==> src/rtl/uart_if_pkg.sv <==
// Shared types and defaults for the UART-to-ALU command interface.
package uart_if_pkg;

  localparam int unsigned NB_DATA_DEF        = 8;
  localparam int unsigned NB_OP_DEF          = 6;
  localparam int unsigned TIMEOUT_CYCLES_DEF = 1000000;

  typedef enum logic [2:0] {
    IDLE      = 3'd0,
    WAIT_B    = 3'd1,
    WAIT_OP   = 3'd2,
    CALC      = 3'd3,
    WAIT_DONE = 3'd4
  } state_t;

endpackage

==> src/rtl/inter_byte_timer.sv <==
// Inter-byte watchdog: counts idle cycles while running, pulses o_expired on the last allowed cycle.
module inter_byte_timer
  import uart_if_pkg::*;
#(
  parameter int unsigned TIMEOUT_CYCLES = TIMEOUT_CYCLES_DEF
) (
  input  logic i_clk,
  input  logic i_reset,
  input  logic i_run,
  input  logic i_clear,
  output logic o_expired
);

  localparam int unsigned CW = (TIMEOUT_CYCLES > 1) ? $clog2(TIMEOUT_CYCLES) : 1;
  localparam logic [CW-1:0] LAST = CW'(TIMEOUT_CYCLES - 1);

  logic [CW-1:0] count;

  // A clear in the same cycle suppresses expiry, so an arriving byte always wins.
  assign o_expired = i_run && !i_clear && (count == LAST);

  always_ff @(posedge i_clk or negedge i_reset) begin
    if (!i_reset) begin
      count <= '0;
    end else if (i_clear || o_expired) begin
      count <= '0;
    end else if (i_run) begin
      count <= count + CW'(1);
    end
  end

endmodule

==> src/rtl/uart_alu_interface.sv <==
// Collects A, B and opcode bytes from the UART receiver, drives the ALU and returns its result byte.
module uart_alu_interface
  import uart_if_pkg::*;
#(
  parameter int unsigned NB_DATA        = NB_DATA_DEF,
  parameter int unsigned NB_OP          = NB_OP_DEF,
  parameter int unsigned TIMEOUT_CYCLES = TIMEOUT_CYCLES_DEF
) (
  input  logic               i_clk,
  input  logic               i_reset,
  input  logic [NB_DATA-1:0] i_rx_data,
  input  logic               i_rx_done,
  input  logic               i_tx_done,
  input  logic [NB_DATA-1:0] i_alu_result,
  output logic [NB_DATA-1:0] o_tx_data,
  output logic               o_tx_start,
  output logic [NB_DATA-1:0] o_data_a,
  output logic [NB_DATA-1:0] o_data_b,
  output logic [NB_OP-1:0]   o_op,
  output logic               o_busy,
  output logic               o_timeout,
  output logic               o_drop
);

  state_t state, state_next;

  logic [NB_DATA-1:0] data_a_next, data_b_next, tx_data_next;
  logic [NB_OP-1:0]   op_next;
  logic               tx_start_next, timeout_next, drop_next;

  logic waiting, timer_run, timer_clear, expired;

  assign waiting     = (state == WAIT_B) || (state == WAIT_OP);
  assign timer_run   = waiting && !i_rx_done;
  assign timer_clear = !waiting || i_rx_done;

  inter_byte_timer #(
    .TIMEOUT_CYCLES(TIMEOUT_CYCLES)
  ) u_timer (
    .i_clk     (i_clk),
    .i_reset   (i_reset),
    .i_run     (timer_run),
    .i_clear   (timer_clear),
    .o_expired (expired)
  );

  always_comb begin
    state_next    = state;
    data_a_next   = o_data_a;
    data_b_next   = o_data_b;
    op_next       = o_op;
    tx_data_next  = o_tx_data;
    tx_start_next = 1'b0;
    timeout_next  = 1'b0;
    drop_next     = 1'b0;

    case (state)
      IDLE: begin
        if (i_rx_done) begin
          data_a_next = i_rx_data;
          state_next  = WAIT_B;
        end
      end
      WAIT_B: begin
        if (i_rx_done) begin
          data_b_next = i_rx_data;
          state_next  = WAIT_OP;
        end else if (expired) begin
          timeout_next = 1'b1;
          state_next   = IDLE;
        end
      end
      WAIT_OP: begin
        if (i_rx_done) begin
          op_next    = i_rx_data[NB_OP-1:0];
          state_next = CALC;
        end else if (expired) begin
          timeout_next = 1'b1;
          state_next   = IDLE;
        end
      end
      CALC: begin
        tx_data_next  = i_alu_result;
        tx_start_next = 1'b1;
        drop_next     = i_rx_done;
        state_next    = WAIT_DONE;
      end
      WAIT_DONE: begin
        drop_next = i_rx_done;
        if (i_tx_done) begin
          state_next = IDLE;
        end
      end
      default: begin
        state_next = IDLE;
      end
    endcase
  end

  always_ff @(posedge i_clk or negedge i_reset) begin
    if (!i_reset) begin
      state      <= IDLE;
      o_data_a   <= '0;
      o_data_b   <= '0;
      o_op       <= '0;
      o_tx_data  <= '0;
      o_tx_start <= 1'b0;
      o_busy     <= 1'b0;
      o_timeout  <= 1'b0;
      o_drop     <= 1'b0;
    end else begin
      state      <= state_next;
      o_data_a   <= data_a_next;
      o_data_b   <= data_b_next;
      o_op       <= op_next;
      o_tx_data  <= tx_data_next;
      o_tx_start <= tx_start_next;
      o_busy     <= (state_next != IDLE);
      o_timeout  <= timeout_next;
      o_drop     <= drop_next;
    end
  end

endmodule

==> config.mk <==
export PLATFORM = sky130hd
export DESIGN_NAME = uart_alu_interface
export DESIGN_NICKNAME = d
export VERILOG_FILES = /design/src/rtl/uart_if_pkg.sv /design/src/rtl/inter_byte_timer.sv /design/src/rtl/uart_alu_interface.sv
export SDC_FILE = /design/constraint.sdc
export NUM_CORES = 1
export LEC_CHECK = 0
export CELL_PAD_IN_SITES_DETAIL_PLACEMENT = 0
export CELL_PAD_IN_SITES_GLOBAL_PLACEMENT = 1
export CORE_AREA = 2 2 88 90
export CTS_CLUSTER_DIAMETER = 50
export DETAILED_ROUTE_END_ITERATION = 7
export DIE_AREA = 0 0 90 92
export GPL_TIMING_DRIVEN = 0
export PLACE_DENSITY = 0.79
export SYNTH_ARGS = -nofsm -noshare
export SYNTH_HDL_FRONTEND = slang
export SYNTH_SLANG_ARGS = --single-unit
==> constraint.sdc <==
create_clock -name i_clk -period 1.6 [get_ports i_clk]
set_input_delay 0.4 -clock i_clk [delete_from_list [all_inputs] [get_ports i_clk]]
set_output_delay 0.4 -clock i_clk [all_outputs]
set_load 0.05 [all_outputs]
==> flow_metrics.py, run 1 <==
metrics = {
    "placement": {
        "portBuffers": 53,
        "dp_hpwl_um": 3640,
        "routabilityCongestion": 0.778,
        "place_inst": 373,
    },
    "synthesis": {
        "ys_ff_latch": 57,
        "synthAdderAreaFrac_pct": 0.501,
        "ys_seq_area_share_pct": 57.1,
        "synth_xor_area_share_pct": 3.50,
        "synth_nets": 238,
        "synth_largest_area_cell": "dfrtp_1",
        "synthSimpleGateAreaFrac_pct": 20.5,
        "synth_top_family_by_area": "simple AND/OR/NAND/NOR gates",
        "ys.warnings.count": 0,
        "avgSynthCellArea_um2": 11.5,
        "synth-edff-count": 0,
        "synth.top_cell.area_share_pct": 57.1,
        "ys_top_cells_by_area": "dfrtp_1, mux2_2, nand2_1",
        "syn_inst": 217,
        "ys.flop_type": "dfrtp_1",
        "syn-cell-area_um2": 2500,
        "synth_compound_area_share_pct": 6.46,
        "muxShareOfSynthArea_pct": 9.91,
        "async_flop_share_pct": 100,
        "synthDistinctLibCells": 45,
    },
    "drt": {
        "post-route-drc-count": 0,
        "drtAntennaViolNets": 0,
        "first_pass_iters": 4,
        "vias": 1873,
        "avgRoutedWirePerCell_um": 13.1,
        "wirelength_um": 5280,
        "vias_per_cell": 4.65,
        "drtIter0Drc": 54,
    },
    "cts": {
        "cts_hold_buf": 0,
        "cts_buffers": 9,
        "cts_root_buffer": "clkbuf_8",
        "cts.reportedPaths.clkPinSlew_ns": 0.07,
        "cts_tree": "built",
        "clockBufferDepth": 2,
        "cts.sinks": 57,
        "clkLatencyLatePin_ns": 0.33,
        "htree_levels": 3,
    },
    "cells_and_area": {
        "layout-drive-gt1-share_pct": 37.5,
        "final_util_pct": 46.9,
        "syn_to_final_growth_pct": 39.6,
        "nFillCells": 702,
        "finalNonFillerCells": 403,
        "multi_input_area_um2": 1090,
        "diodes": 0,
        "nets": 317,
        "seqCellArea_um2": 1430,
    },
    "sta": {
        "final-setup-viol-count": 0,
        "timing.fmax_mhz": 638,
        "period_share_pct": 98.0,
        "rsz0062_at_grt": "true",
        "maxSlewViolCount": 0,
        "worst_pin_slew_ns": 0.691,
        "fin_worst_skew_ns": 0.00666,
        "fin_crit_ns": 1.57,
        "slew_headroom_pct": 53.9,
        "hold_violations": 0,
    },
    "global_routing": {
        "grt_pass1_vias": 1870,
        "use_met2_pct": 22.7,
        "gr-usage-met3_pct": 3.20,
        "grt_usage_pct": 13.8,
        "grtUsageMet1_pct": 17.1,
        "grt_max_degree": 31,
        "antenna_found_initial": 0,
        "grt_busiest_layer": "met2",
        "grt_pass1_wl_um": 9140,
        "overflow": 0,
    },
    "pwr": {
        "pwr_density_cell_nw_per_um2": 1910,
        "vdd_drop_max_mv": 0.483,
        "power_leakage_nw": 1.54,
    },
    "floorplan": {
        "rows": 32,
        "start_util_pct": 33.6,
        "die_w_um": 90,
        "fp.dieArea_um2": 8280,
        "ios": 54,
        "die-height_um": 92,
        "coreArea_um2": 7450,
    },
    "setup_path": {
        "worstPathCellList": "or3b_4 -> nor2_4 -> mux2_2",
        "cp-start-kind": "register",
        "crit_arrival_ns": 1.79,
        "path_buf_inv": 0,
        "worstSetupPathType": "register to register",
        "r2r_slack_ns": 0.03,
        "r2r-start": "state[2]$_DFF_PN0_",
        "crit_slowest_cell": "or3b_4",
        "crit_family": "simple AND/OR/NAND/NOR gates",
        "max_stage_delay_ns": 0.44,
        "r2r_cells": 3,
        "worstPathRequired_ns": 1.82,
        "worst-path-max-fanout": 6,
        "endpoint_kind": "register",
        "timing.rr.end": "o_op[1]$_DFFE_PN0P_",
    },
    "outcome": {
        "status": "complete, no violations",
    },
    "min_path": {
        "hp-class": "input pin to async pin",
    },
    "flow_run": {
        "cap_violations": 0,
    },
}
state kept, by name, indices dropped and copies added (netlist names):
| register | count |
|---|---|
| o_timeout | 1 |
| o_data_b | 8 |
| state | 3 |
| o_op | 6 |
| u_timer.count | 20 |
| o_busy | 1 |
| o_tx_data | 8 |
| o_tx_start | 1 |
| o_drop | 1 |
| o_data_a | 8 |
worst max path at each step:
stage | to | cells past startpoint | slack, ns | from
after CTS | o_busy | 1 | 0.0005 | o_busy$_DFF_PN0_
after floorplan | u_timer.count[2]$_DFFE_PN0P_ | 6 | 0.01 | u_timer.count[0]$_DFFE_PN0P_
final | o_op[1]$_DFFE_PN0P_ | 3 | 0.03 | state[2]$_DFF_PN0_
after global placement | u_timer.count[0]$_DFFE_PN0P_ | 1 | -1.66 | i_reset
after detailed placement | o_data_a[2]$_DFFE_PN0P_ | 4 | -0.65 | i_rx_done
after global routing | o_op[2]$_DFFE_PN0P_ | 3 | -0.02 | state[2]$_DFF_PN0_
per-stage QoR:
| step | hold WS (ns) | power [mW] | setup WS, ns | setup TNS [ns] | area (µm²) |
|---|---|---|---|---|---|
| 2_1_floorplan | 0.104 | 4.34 | 0.0135 | 0 | 2500 |
| 3_3_place_gp | 0.460 | 5.40 | -1.66 | -110.18 | 3160 |
| 3_5_place_dp | 0.462 | 5.47 | -0.647 | -16.50 | 3170 |
| 4_1_cts | 0.112 | 6.76 | 0.000472 | 0 | 3450 |
| 5_1_grt | 0.143 | 7.03 | -0.0206 | -0.0587 | 3490 |
| 6_report | 0.107 | 6.66 | 0.0316 | 0 | 3490 |
metal layers:
metal / part of all wire (%) / up-vias
li1: - / 912
met1: 45 / 908
met2: 50 / 46
met3: 4.1 / 7
met4: 1.2 / 0
met5: 0 / -
cell usage in the layout, fill, tap and decap left out, drive strengths merged, types with 4 or more instances in the layout:
master / count
dfrtp: 57
nand2: 35
clkbuf: 27
mux2: 22
buf: 20
clkdlybuf4s50: 17
nor2: 17
clkdlybuf4s15: 17
a21oi: 9
nand3: 8
xor2: 7
and3: 6
o21ai: 5
nor3: 5
inv: 4
o31ai: 4
or4: 4
nand4: 4
clkinv: 4
Yosys cell counts, drive strengths merged, types with 2 or more instances:
cell type	n
a21oi	9
and2	2
and3	6
buf	4
dfrtp	57
inv	4
mux2	22
nand2	35
nand3	8
nand4	4
nor2	17
nor2b	2
nor3	5
o21ai	5
o21bai	2
o31ai	4
or3	3
or4	4
xnor2	3
xor2	7
what timing repair did:
| action | 4_1_cts | 5_1_grt |
|---|---|---|
| resized for setup | 86 | 36 |
| buffers inserted | 6 | 8 |
| hold endpoints to repair | 0 | 0 |
| cloned | 0 | 0 |
| pin swaps | 2 | 6 |
| endpoints found under the setup margin | 77 | 55 |
report_power, final:
part / switching (mW) / internal (mW) / leakage (nW)
combinational: 2.16 / 1.05 / 0.726
clock: 0.584 / 0.714 / 0.0912
sequential: 0.246 / 1.91 / 0.721
cell families after synthesis:
group	count (synthesis)
and+or+nand+nor	94
DFF	57
AOI/OAI and AO/OA	23
muxes	22
xor gates and xnor gates	10
buffers and inverters	10
adders and majority gates	1
final cells by class:
cell class | count | share of cell area (%)
Buffer | 5 | 1.04
Clock buffer | 9 | 3.55
Clock inverter | 7 | 2.04
Inverter | 5 | 0.538
Multi-Input combinational cell | 150 | 31.2
Sequential cell | 57 | 41.0
Tap cell | 102 | 3.66
Timing Repair Buffer | 68 | 17.0
(Power assumes the default switching activity.)
==> run 2: changes to the inputs <==
Settings changed: CTS_BUF_LIST set to sky130_fd_sc_hd__clkbuf_8.
==> results of run 2 <==
Final layout, timing and power as in run 1 (identical DEF).
==> run 3: changes to the inputs <==
Settings changed: CORE_AREA 2 2 88 90 to 4 4 65 127, DIE_AREA 0 0 90 92 to 0 0 69 131.
==> run 3 against run 2 <==
Non-clock buffer count up 1. Flip-flop and latch count unchanged. Utilization up 3.1 points. Worst hold slack worse by 0.046 ns. Register-to-register slack about the same. Critical path type unchanged. Highest routed layer unchanged.
==> flow_metrics.py, run 3 (synthesis results as in run 1) <==
metrics = {
    "placement": {
        "place_inst": 363,
        "routabilityCongestion": 0.746,
        "dpl_cell_area_um2": 3160,
        "portBuffers": 53,
        "dp_hpwl_um": 3980,
    },
    "pwr": {
        "sw_frac_of_total_pct": 41.6,
        "p_int_mw": 4.18,
        "switchingPower_mw": 2.98,
        "power_leakage_nw": 1.59,
        "power_mw": 7.16,
        "vdd_drop_max_mv": 0.543,
        "pwr_density_cell_nw_per_um2": 1970,
        "clock_power_share_pct": 23.5,
        "seqPwrFrac_pct": 29.7,
        "pwr-share-comb_pct": 46.8,
    },
    "sta": {
        "final-setup-viol-count": 0,
        "hold_violations": 0,
        "period_share_pct": 97.3,
        "hold_ws_ns": 0.0609,
        "timing.fmax_mhz": 643,
        "slew_headroom_pct": 60.5,
        "fin_crit_ns": 1.56,
        "worst_pin_slew_ns": 0.593,
        "maxSlewViolCount": 0,
        "fin_worst_skew_ns": 0.0122,
    },
    "cells_and_area": {
        "syn_to_final_growth_pct": 45.1,
        "final_util_pct": 49.9,
        "final_cell_mix": "dfrtp_1, nand2_1, clkdlybuf4s15_2",
        "diodes": 0,
        "largest_reg_flops": 20,
        "finalInstanceArea_um2": 3630,
        "finalNonFillerCells": 394,
        "mostFrequentLayoutCell": "dfrtp_1",
        "nets": 318,
        "nFillCells": 666,
        "layout-drive-gt1-share_pct": 38.4,
        "top_register": "u_timer.count",
    },
    "setup_path": {
        "crit_slowest_cell": "or4_4",
        "path_buf_inv": 0,
        "worstPathCellList": "and4_4 -> nand2_2 -> or4_4 -> a21oi_2",
        "max_stage_delay_ns": 0.50,
        "crit_family": "simple AND/OR/NAND/NOR gates",
        "endpoint_kind": "register",
        "worstSetupPathType": "register to register",
        "cp-start-kind": "register",
        "worstPathRequired_ns": 1.87,
        "worst-path-max-fanout": 8,
        "crit_arrival_ns": 1.82,
    },
    "min_path": {
        "hp-class": "input pin to async pin",
    },
    "global_routing": {
        "grt_usage_pct": 13.7,
        "grt_pass1_vias": 1913,
        "antenna_found_initial": 0,
        "grt_pass1_wl_um": 9450,
        "grt_max_degree": 33,
        "overflow": 0,
    },
    "floorplan": {
        "coreArea_um2": 7270,
        "start_util_pct": 34.4,
        "ios": 54,
        "die_w_um": 69,
        "fp.dieArea_um2": 9040,
        "die-height_um": 131,
        "rows": 44,
    },
    "drt": {
        "vias": 1922,
        "avgRoutedWirePerCell_um": 14.6,
        "wirelength_um": 5740,
        "drtAntennaViolNets": 0,
        "vias_per_cell": 4.88,
        "drtIter0Drc": 117,
        "post-route-drc-count": 0,
        "first_pass_iters": 4,
    },
    "cts": {
        "cts.reportedPaths.clkPinSlew_ns": 0.07,
        "cts_hold_buf": 0,
        "clockBufferDepth": 2,
        "cts_tree": "built",
        "cts_buffers": 9,
        "cts_root_buffer": "clkbuf_8",
        "htree_levels": 3,
        "clkLatencyLatePin_ns": 0.34,
        "cts.sinks": 57,
    },
    "outcome": {
        "status": "complete, no violations",
    },
    "flow_run": {
        "cap_violations": 0,
    },
}
-- run 3: cell type report --
class | count | area (µm²) | share of cell area (%)
sequential | 57 | 1430 | 39.5
multi-input combinational | 150 | 1090 | 30.0
timing repair buffer | 70 | 693 | 19.1
clock buffer | 11 | 151 | 4.17
tap | 92 | 115 | 3.17
clock inverter | 5 | 103 | 2.83
buffer | 4 | 25.0 | 0.690
inverter | 5 | 18.8 | 0.517
-- run 3: metrics by stage --
| stage | TNS [ns] | setup slack [ns] |
|---|---|---|
| 2_1_floorplan | 0 | 0.0135 |
| 3_3_place_gp | -110.05 | -1.64 |
| 3_5_place_dp | -17.48 | -0.643 |
| 4_1_cts | 0 | 0.000248 |
| 5_1_grt | -0.0276 | -0.00845 |
| 6_report | 0 | 0.0437 |
-- run 3: layer usage --
layer	wire length (µm)	part of all wire, %	track usage, %
met1	2040	36	12.8
met2	3280	57	26.0
met3	218	3.8	3.37
met4	193	3.4	8.98
met5	0	0	0
-- run 3: timing repair --
action	4_1_cts	5_1_grt
buffers inserted	7	9
setup endpoints to repair	77	36
pin swaps	2	5
gates resized for setup	108	20
-- run 3: power by group through the flow --
stage	registers (mW)	logic (mW)	clock network, mW
4_1_cts	2.13	3.38	1.73
2_1_floorplan	3.59	0.745	0
3_3_place_gp	2.15	3.28	0
5_1_grt	2.19	3.53	1.79
3_5_place_dp	2.17	3.31	0
6_report	2.13	3.35	1.69
-- run 3: path summary, 6_finish.rpt --
path / start / endpoint / slack (ns) / cells past startpoint
hold / removal: i_reset / o_data_a[1]$_DFFE_PN0P_ / 0.06 / 1
min in group i_clk: o_tx_data[6]$_DFFE_PN0P_ / o_tx_data[6]$_DFFE_PN0P_ / 0.47 / 2
hold reg to reg: o_tx_data[6]$_DFFE_PN0P_ / o_tx_data[6]$_DFFE_PN0P_ / 0.47 / 2
setup reg to reg: u_timer.count[6]$_DFFE_PN0P_ / u_timer.count[17]$_DFFE_PN0P_ / 0.04 / 4
max in group asynchronous: i_reset / state[2]$_DFF_PN0_ / 0.94 / 2
setup / recovery: u_timer.count[6]$_DFFE_PN0P_ / u_timer.count[17]$_DFFE_PN0P_ / 0.04 / 4
